File: src/rtl/user_command_capture.sv
// Player push-button front end: synchronise, debounce and edge-detect active-low keys,
// then hold the resulting game command under a valid/ack handshake.
package user_command_capture_pkg;
  typedef enum logic [1:0] {CMD_NONE = 2'd0, CMD_HIT = 2'd1, CMD_STAND = 2'd2} game_command_t;
endpackage

module user_command_capture
  import user_command_capture_pkg::*;
#(
  parameter int N_KEYS          = 2,
  parameter int DEBOUNCE_CYCLES = 50000,
  localparam int IDW = ($clog2(N_KEYS) > 1) ? $clog2(N_KEYS) : 1
) (
  input  logic              clk,
  input  logic              reset,
  input  logic              turnIndicator,
  input  logic [N_KEYS-1:0] KEY,
  input  logic              cmd_ack,
  output logic              cmd_valid,
  output logic [IDW-1:0]    cmd_id,
  output game_command_t     command,
  output logic              dropped,
  output logic [N_KEYS-1:0] key_level
);
  localparam int CW = ($clog2(DEBOUNCE_CYCLES) > 1) ? $clog2(DEBOUNCE_CYCLES) : 1;

  typedef enum logic {IDLE, PENDING} state_t;

  logic [N_KEYS-1:0]         sync1, sync2, press;
  logic [N_KEYS-1:0][CW-1:0] cnt;
  logic [IDW-1:0]            sel;
  logic                      any_press;
  state_t                    state;

  // Synchronisers reset to the released (high) level so a held key is seen as a new press.
  always_ff @(posedge clk or posedge reset) begin
    if (reset) begin
      sync1 <= '1;
      sync2 <= '1;
    end else begin
      sync1 <= KEY;
      sync2 <= sync1;
    end
  end

  always_ff @(posedge clk or posedge reset) begin
    if (reset) begin
      cnt       <= '0;
      key_level <= '0;
      press     <= '0;
    end else begin
      for (int k = 0; k < N_KEYS; k++) begin
        press[k] <= 1'b0;
        if (~sync2[k] == key_level[k]) begin
          cnt[k] <= '0;
        end else if (cnt[k] == CW'(DEBOUNCE_CYCLES - 1)) begin
          key_level[k] <= ~sync2[k];
          cnt[k]       <= '0;
          press[k]     <= ~sync2[k];
        end else begin
          cnt[k] <= cnt[k] + 1'b1;
        end
      end
    end
  end

  // Ascending scan: the highest simultaneous press index wins.
  always_comb begin
    any_press = |press;
    sel       = '0;
    for (int i = 0; i < N_KEYS; i++)
      if (press[i]) sel = IDW'(i);
  end

  always_ff @(posedge clk or posedge reset) begin
    if (reset) begin
      state     <= IDLE;
      cmd_valid <= 1'b0;
      cmd_id    <= '0;
      dropped   <= 1'b0;
    end else begin
      case (state)
        IDLE: begin
          if (any_press && turnIndicator) begin
            state     <= PENDING;
            cmd_valid <= 1'b1;
            cmd_id    <= sel;
          end
        end
        PENDING: begin
          if (!turnIndicator) begin
            state     <= IDLE;
            cmd_valid <= 1'b0;
          end else if (cmd_ack) begin
            dropped <= 1'b0;
            if (any_press) begin
              cmd_id <= sel;
            end else begin
              state     <= IDLE;
              cmd_valid <= 1'b0;
            end
          end else if (any_press) begin
            dropped <= 1'b1;
          end
        end
        default: begin
          state     <= IDLE;
          cmd_valid <= 1'b0;
        end
      endcase
    end
  end

  always_comb begin
    command = CMD_NONE;
    if (cmd_valid) begin
      if (cmd_id == IDW'(0))      command = CMD_HIT;
      else if (cmd_id == IDW'(1)) command = CMD_STAND;
    end
  end
endmodule
File: config.mk
export PLATFORM = sky130hd
export DESIGN_NAME = user_command_capture
export DESIGN_NICKNAME = d
export VERILOG_FILES = /design/src/rtl/user_command_capture.sv
export SDC_FILE = /design/constraint.sdc
export NUM_CORES = 1
export LEC_CHECK = 0
export CAP_MARGIN = 20
export CORE_ASPECT_RATIO = 0.6
export CORE_MARGIN = 5
export CORE_UTILIZATION = 52
export CTS_CLUSTER_DIAMETER = 100
export CTS_CLUSTER_SIZE = 12
export DETAILED_ROUTE_END_ITERATION = 12
export PLACE_DENSITY = 0.82
export SLEW_MARGIN = 10
export SYNTH_ARGS = -nofsm -noshare
export SYNTH_HDL_FRONTEND = slang
export SYNTH_SLANG_ARGS = --single-unit
File: constraint.sdc
create_clock -name clk -period 2.8 [get_ports clk]
set_input_delay 0.28 -clock clk [delete_from_list [all_inputs] [get_ports clk]]
set_output_delay 0.28 -clock clk [all_outputs]
set_load 0.1 [all_outputs]
==> results of run 1 <==
cells in the mapped netlist:
cell type / n / share of area [%]
sky130_fd_sc_hd__a31oi_1: 2 / 0.61
sky130_fd_sc_hd__nand3_1: 12 / 2.9
sky130_fd_sc_hd__inv_1: 7 / 1.3
sky130_fd_sc_hd__nand2_4: 2 / 1.1
sky130_fd_sc_hd__buf_12: 1 / 0.97
sky130_fd_sc_hd__or3_1: 2 / 0.61
sky130_fd_sc_hd__or2_2: 1 / 0.30
sky130_fd_sc_hd__dfrtp_1: 40 / 49
sky130_fd_sc_hd__nand4bb_1: 4 / 2.2
sky130_fd_sc_hd__xnor2_1: 28 / 12
sky130_fd_sc_hd__nand4_1: 8 / 2.4
sky130_fd_sc_hd__nand2b_1: 1 / 0.30
sky130_fd_sc_hd__nand2_1: 7 / 1.3
sky130_fd_sc_hd__nor4_1: 8 / 2.4
sky130_fd_sc_hd__and3_1: 2 / 0.61
sky130_fd_sc_hd__a21o_1: 2 / 0.73
sky130_fd_sc_hd__a21oi_1: 1 / 0.24
sky130_fd_sc_hd__nor2_2: 10 / 3.0
sky130_fd_sc_hd__nor2b_1: 1 / 0.30
sky130_fd_sc_hd__a21boi_0: 1 / 0.37
sky130_fd_sc_hd__xor2_1: 2 / 0.85
sky130_fd_sc_hd__buf_6: 1 / 0.55
sky130_fd_sc_hd__dfstp_2: 4 / 5.1
sky130_fd_sc_hd__o21ai_0: 1 / 0.24
sky130_fd_sc_hd__ha_1: 2 / 1.2
sky130_fd_sc_hd__a32o_1: 1 / 0.49
sky130_fd_sc_hd__or4_4: 2 / 1.1
sky130_fd_sc_hd__nor2_1: 29 / 5.3
sky130_fd_sc_hd__and2_1: 1 / 0.30
sky130_fd_sc_hd__nor3_1: 10 / 2.4
worst max-delay path, cell delays in order (launching register included):
cell and delay [ns]:
sky130_fd_sc_hd__dfrtp_1 0.41, sky130_fd_sc_hd__ha_1 0.23, sky130_fd_sc_hd__nand4_1 0.27, sky130_fd_sc_hd__or4_4 0.60
sky130_fd_sc_hd__nand2_4 0.23, sky130_fd_sc_hd__nor2_1 0.08
layer usage:
| metal | vias to the layer above | wire [µm] |
|---|---|---|
| met4 | 0 | 24 |
| met1 | 679 | 2010 |
| met3 | 4 | 210 |
| met5 | - | 0 |
| li1 | 702 | - |
| met2 | 44 | 1550 |
worst max-delay path by stage:
stage          startpoint    endpoint  slack [ns]
6_report          cnt[16]     cnt[21]        0.85
5_1_grt           cnt[16]     cnt[21]        0.75
4_1_cts           cnt[16]     cnt[21]        0.87
3_5_place_dp      cnt[16]     cnt[18]        0.89
3_3_place_gp      cnt[16]     cnt[21]        0.92
2_1_floorplan   cmd_valid  command[0]        0.13
kinds of logic after synthesis:
| family | count (synthesis) | synth area share (%) |
|---|---|---|
| AOI/OAI and AO/OA | 8 | 2.68 |
| DFF | 44 | 53.8 |
| and+or+nand+nor | 100 | 26.7 |
| xor gates and xnor gates | 30 | 12.8 |
| adders and majority gates | 2 | 1.22 |
| buffers and inverters | 9 | 2.80 |
registers in the layout (all words and copies together) (netlist names):
name       cells
cnt           32
dropped        1
press          2
cmd_valid      1
state          1
cmd_id         1
sync2          2
sync1          2
key_level      2
per-stage QoR:
step / power [W] / std cells / cell area (µm²)
floorplan: 0.000700 / 193 / 2050
global placement: 0.000715 / 251 / 2190
detailed placement: 0.000716 / 251 / 2190
CTS: 0.00113 / 259 / 2290
global route: 0.00116 / 259 / 2290
finish: 0.00111 / 259 / 2290
layout make-up:
type                    count  area share (%)
flip-flops and latches     44            48.4
multi-input cells         140            39.0
repair buffers             13            4.82
clock buffers               7            3.78
well taps                  47            2.57
inverters                   7            1.15
clock inverters             1           0.328
report_power, final:
group	internal (W)	switching [W]	leakage, nW
Clock	0.000200	0.000206	0.0445
Sequential	0.000647	0.00000959	0.596
Combinational	0.0000161	0.0000288	0.280
Total	0.000864	0.000244	0.921
==> impl_metrics.toml, run 1 <==
[final_layout]
fillers = 298
final_cell_mix = "sky130_fd_sc_hd__dfrtp_1, sky130_fd_sc_hd__nor2_1, sky130_fd_sc_hd__xnor2_1"
drive_above_1_share_pct = 16.0
finalNetCount = 219
layout.core_utilization_pct = 61.1
final_common_cell = "sky130_fd_sc_hd__dfrtp_1"
layout.area.seq_um2 = 1110
multi_input_comb_area_um2 = 891
antenna_cells = 0
area_growth_syn_to_layout_pct = 11.3

[power]
power.ir.vdd_worst_v = 0.000345
p_leak_nw = 0.921
power.density_cell_area_nw_per_um2 = 485

[clock_network]
htree_num_levels = 2
cts_tree = "yes"
cts.repair.resized = 0
ctsLongestPathBuffers = 2
numCtsBuffers = 5
clock_slew_at_the_register_clock_pins_of_the_worst_setup_and_hold_paths_ns = 0.08
holdBufCountCts = 0
clk-insertion-delay-late_ns = 0.29
post_cts_buffers = 0
numClockSinks = 44
cts_root_buf = "sky130_fd_sc_hd__clkbuf_8"

[synth]
syn_area_um2 = 2050
synthCells = 193
postSynthRegisterBits = 44
syn_nets = 201
yosysUniqueCellTypes = 30
postSynthAreaPerCell_um2 = 10.6
synth-warning-count = 0
synth_seq_area_share_pct = 53.8

[grt]
grt_use_met1_pct = 24.2
antenna_violations_before_repair = 0
grt.busiest_layer = "met1"
grt_util_met3_pct = 4.73
grt_util_met2_pct = 20.3
grt_overflow_total = 0
global_route_wire_length_before_repair_um = 6600
grt_pass1_vias = 1346
grt_max_degree = 24
globalRouteTotalUtil_pct = 15.7

[worst_setup_path]
critPathRequiredTime_ns = 2.97
cp-end-kind = "flop"
worst-path-max-fanout = 15
critical_path.startpoint_type = "flop"
arrival_ns = 2.13
reg2reg_slack_ns = 0.85
rr_startpoint = "cnt[16]"
ff2ff_path_depth = 5
path_class = "flop to flop"
worst_r2r_endpoint = "cnt[21]"

[timing]
finalHoldViolCount = 0
post-route-period-util_pct = 69.7
final_period_minus_worst_setup_slack_ns = 1.95
rsz0062_at_grt = "no"
setup-violations-final = 0
max-slew-margin-rel_pct = 49.7
clock.fmax_mhz = 512
worst_clock_skew_ns = 0.0105
worst_hold_slack_ns = 0.333
slew_viol_final = 0
worstMarginPinSlew_ns = 0.749
setup_tns_ns = 0
layout_setup_ws_ns = 0.848

[job]
drv.max_cap_violation_count = 0

[drt]
drt_drc_violations_left = 0
drt-total-wl_um = 3800
drt-vias-per-instance = 5.52
dr_vias = 1429
detailedRoute.firstPassIterationCount = 4
detail_route.wl_per_cell_um = 14.7
drt_iter0_markers = 88
antenna_left = 0

[placement]
global_placer_s_final_weighted_congestion = 0.847
dp.final_hpwl_um = 2770
pre_cts_slack_ns = 0.893
port-buffer-count = 12

[floorplanning]
num_rows = 17
io_pins = 13
design.die.area_um2 = 5350
y_dimension_of_the_die_um = 58.7
initial_core_util_pct = 54.9
die_w_um = 91.1
floorplan.core_area_um2 = 3740

[status]
run_status = "finished, final reports clean"

[worst_hold_path]
worst_hold_path_type = "input pin to asynchronous set/reset pin"
Note: power is estimated with default switching activity, not from simulation.
==> run 2: changes to the inputs <==
Settings changed: PLACE_DENSITY 0.82 to 0.85.
Clock period 2.8 ns to 1.7 ns, I/O delays scaled along.
==> run 2 against run 1 <==
Via count grew 4.6%. Cell count rose by 5.8%. Global-route usage up 0.80 points. Combinational power up 95%. Highest routed layer unchanged. Critical endpoint unchanged. Flip-flop and latch count did not move. Setup slack got worse by 0.80 ns.
==> impl_metrics.toml, run 2 (synthesized netlist as in run 1, its figures left out) <==
[floorplanning]
y_dimension_of_the_die_um = 58.7
die_w_um = 91.1
floorplan.core_area_um2 = 3740
design.die.area_um2 = 5350
num_rows = 17
io_pins = 13
initial_core_util_pct = 54.9

[final_layout]
final_common_cell = "sky130_fd_sc_hd__dfrtp_1"
largest_reg_flops = 32
drive_above_1_share_pct = 24.7
post-route-cell-area_um2 = 2520
largest_register = "cnt"
antenna_cells = 0
instances_no_fill = 274
area_growth_syn_to_layout_pct = 22.7
final_cell_mix = "sky130_fd_sc_hd__dfrtp_1, sky130_fd_sc_hd__nor2_1, sky130_fd_sc_hd__xnor2_1"
finalNetCount = 234

[clock_network]
clock_slew_at_the_register_clock_pins_of_the_worst_setup_and_hold_paths_ns = 0.08
clk-insertion-delay-late_ns = 0.30
htree_num_levels = 2
numCtsBuffers = 5
cts_tree = "yes"
ctsLongestPathBuffers = 2
holdBufCountCts = 0
post_cts_buffers = 0
numClockSinks = 44
cts_root_buf = "sky130_fd_sc_hd__clkbuf_8"

[worst_setup_path]
reg2reg_slack_ns = 0.05
ff2ff_path_depth = 4
worst_r2r_endpoint = "cnt[21]"
chain_of_cells_forming_the_critical_path = "or3_1 -> or4_4 -> nand2_8 -> nor2_1"
path_buf_inv = 0
arrival_ns = 1.84
critical_path.startpoint_type = "flop"
critPathRequiredTime_ns = 1.89
setup.worst_path.start = "cnt[23]"
rr_startpoint = "cnt[23]"
worst_path_max_delay_cell = "sky130_fd_sc_hd__or4_4"
worst-path-max-fanout = 15
path_class = "flop to flop"
crit_path_max_incr_delay_ns = 0.55
cp-end-kind = "flop"
cp_top_family = "simple AND/OR/NAND/NOR gates"

[power]
power.ir.vdd_worst_v = 0.000439
seq_power_share_pct = 59.7
design_power_total_w = 0.00181
power.density_cell_area_nw_per_um2 = 719
switchingPower_w = 0.000424
p_leak_nw = 1.02
p_int_w = 0.00139
net_sw_share_pct = 23.4
power.share.clock_pct = 35.4
combinationalPowerShare_pct = 4.8

[worst_hold_path]
worst_hold_path_type = "input pin to asynchronous set/reset pin"

[drt]
drt_iter0_markers = 101
detail_route.wl_per_cell_um = 14.8
drt-total-wl_um = 4050
drt-vias-per-instance = 5.46
drt_drc_violations_left = 0
antenna_left = 0
dr_vias = 1495
detailedRoute.firstPassIterationCount = 4

[timing]
final_period_minus_worst_setup_slack_ns = 1.65
worst_clock_skew_ns = 0.00755
slew_viol_final = 0
finalHoldViolCount = 0
rsz0062_at_grt = "yes"
clock.fmax_mhz = 607
setup-violations-final = 0
post-route-period-util_pct = 96.9
worstMarginPinSlew_ns = 0.499
max-slew-margin-rel_pct = 66.5

[job]
drv.max_cap_violation_count = 0

[status]
run_status = "finished, final reports clean"

[grt]
grt_overflow_total = 0
globalRouteTotalUtil_pct = 16.5
grt_pass1_vias = 1374
grt_max_degree = 45
antenna_violations_before_repair = 0
global_route_wire_length_before_repair_um = 6820

[placement]
post_dp_cell_area_um2 = 2400
dp.final_hpwl_um = 2830
port-buffer-count = 12
global_placer_s_final_weighted_congestion = 0.794
placed_cells_incl_taps = 266
run 2: cell types whose count changed in the layout (fill, tap and decap cells not counted), moves of 2 or more:
cell,delta
sky130_fd_sc_hd__buf_4,+8
sky130_fd_sc_hd__dfrtp_2,+2
sky130_fd_sc_hd__nand2_8,+2
sky130_fd_sc_hd__dfrtp_1,-2
sky130_fd_sc_hd__nand2_4,-2
sky130_fd_sc_hd__buf_12,+7
sky130_fd_sc_hd__nor4_2,+2
sky130_fd_sc_hd__nor4_1,-2
run 2: cell type report:
class,instances,area (µm²)
fillers,286,1220
flip-flops and latches,44,1110
multi-input cells,140,932
repair buffers,28,310
clock buffers,6,72.6
well taps,47,58.8
inverters,7,26.3
clock inverters,2,12.5
run 2: per-layer routing:
layer / GRT usage [%] / wire (µm) / vias to the layer above
met3: 4.60 / 278 / 10
met5: 0 / 0 / -
met4: 6.90 / 67 / 0
li1: - / - / 728
met2: 22.8 / 1660 / 56
met1: 24.2 / 2040 / 701
run 2: worst reg2reg max path: cells and delay by family (launching register included):
family | cells | cell delay (ns)
AND/OR/NAND/NOR | 4 | 1.16
flip-flops | 1 | 0.37
run 2: repair_timing:
item	4_1_cts	5_1_grt
endpoints found under the setup margin	2	16
resized for setup	1	4
pin swaps	0	0
run 2: power by group through the flow:
stage               registers [W]   logic, W  clock network, W
global placement          0.00110  0.0000828                 0
floorplan                 0.00110  0.0000553                 0
detailed placement        0.00110  0.0000857                 0
finish                    0.00108  0.0000875          0.000642
CTS                       0.00108  0.0000875          0.000655
global route              0.00109   0.000100          0.000701
run 2: worst max-delay path by stage:
stage	to	depth (start not counted)
after CTS	cnt[3]	4
after detailed placement	cnt[31]	4
final	cnt[21]	4
after global routing	cnt[28]	6
after global placement	cnt[18]	4
after floorplan	cnt[22]	5
run 2: metrics by stage:
stage / hold slack [ns] / setup slack, ns / util [%] / setup TNS [ns]
6_report: 0.206 / 0.0521 / 67.3 / 0
5_1_grt: 0.247 / -0.0344 / 67.3 / -0.0376
4_1_cts: 0.213 / 0.0455 / 66.7 / 0
3_5_place_dp: 0.351 / -0.00194 / 64.2 / -0.00225
3_3_place_gp: 0.351 / 0.0470 / 64.2 / 0
2_1_floorplan: 0.174 / 0.00468 / - / 0
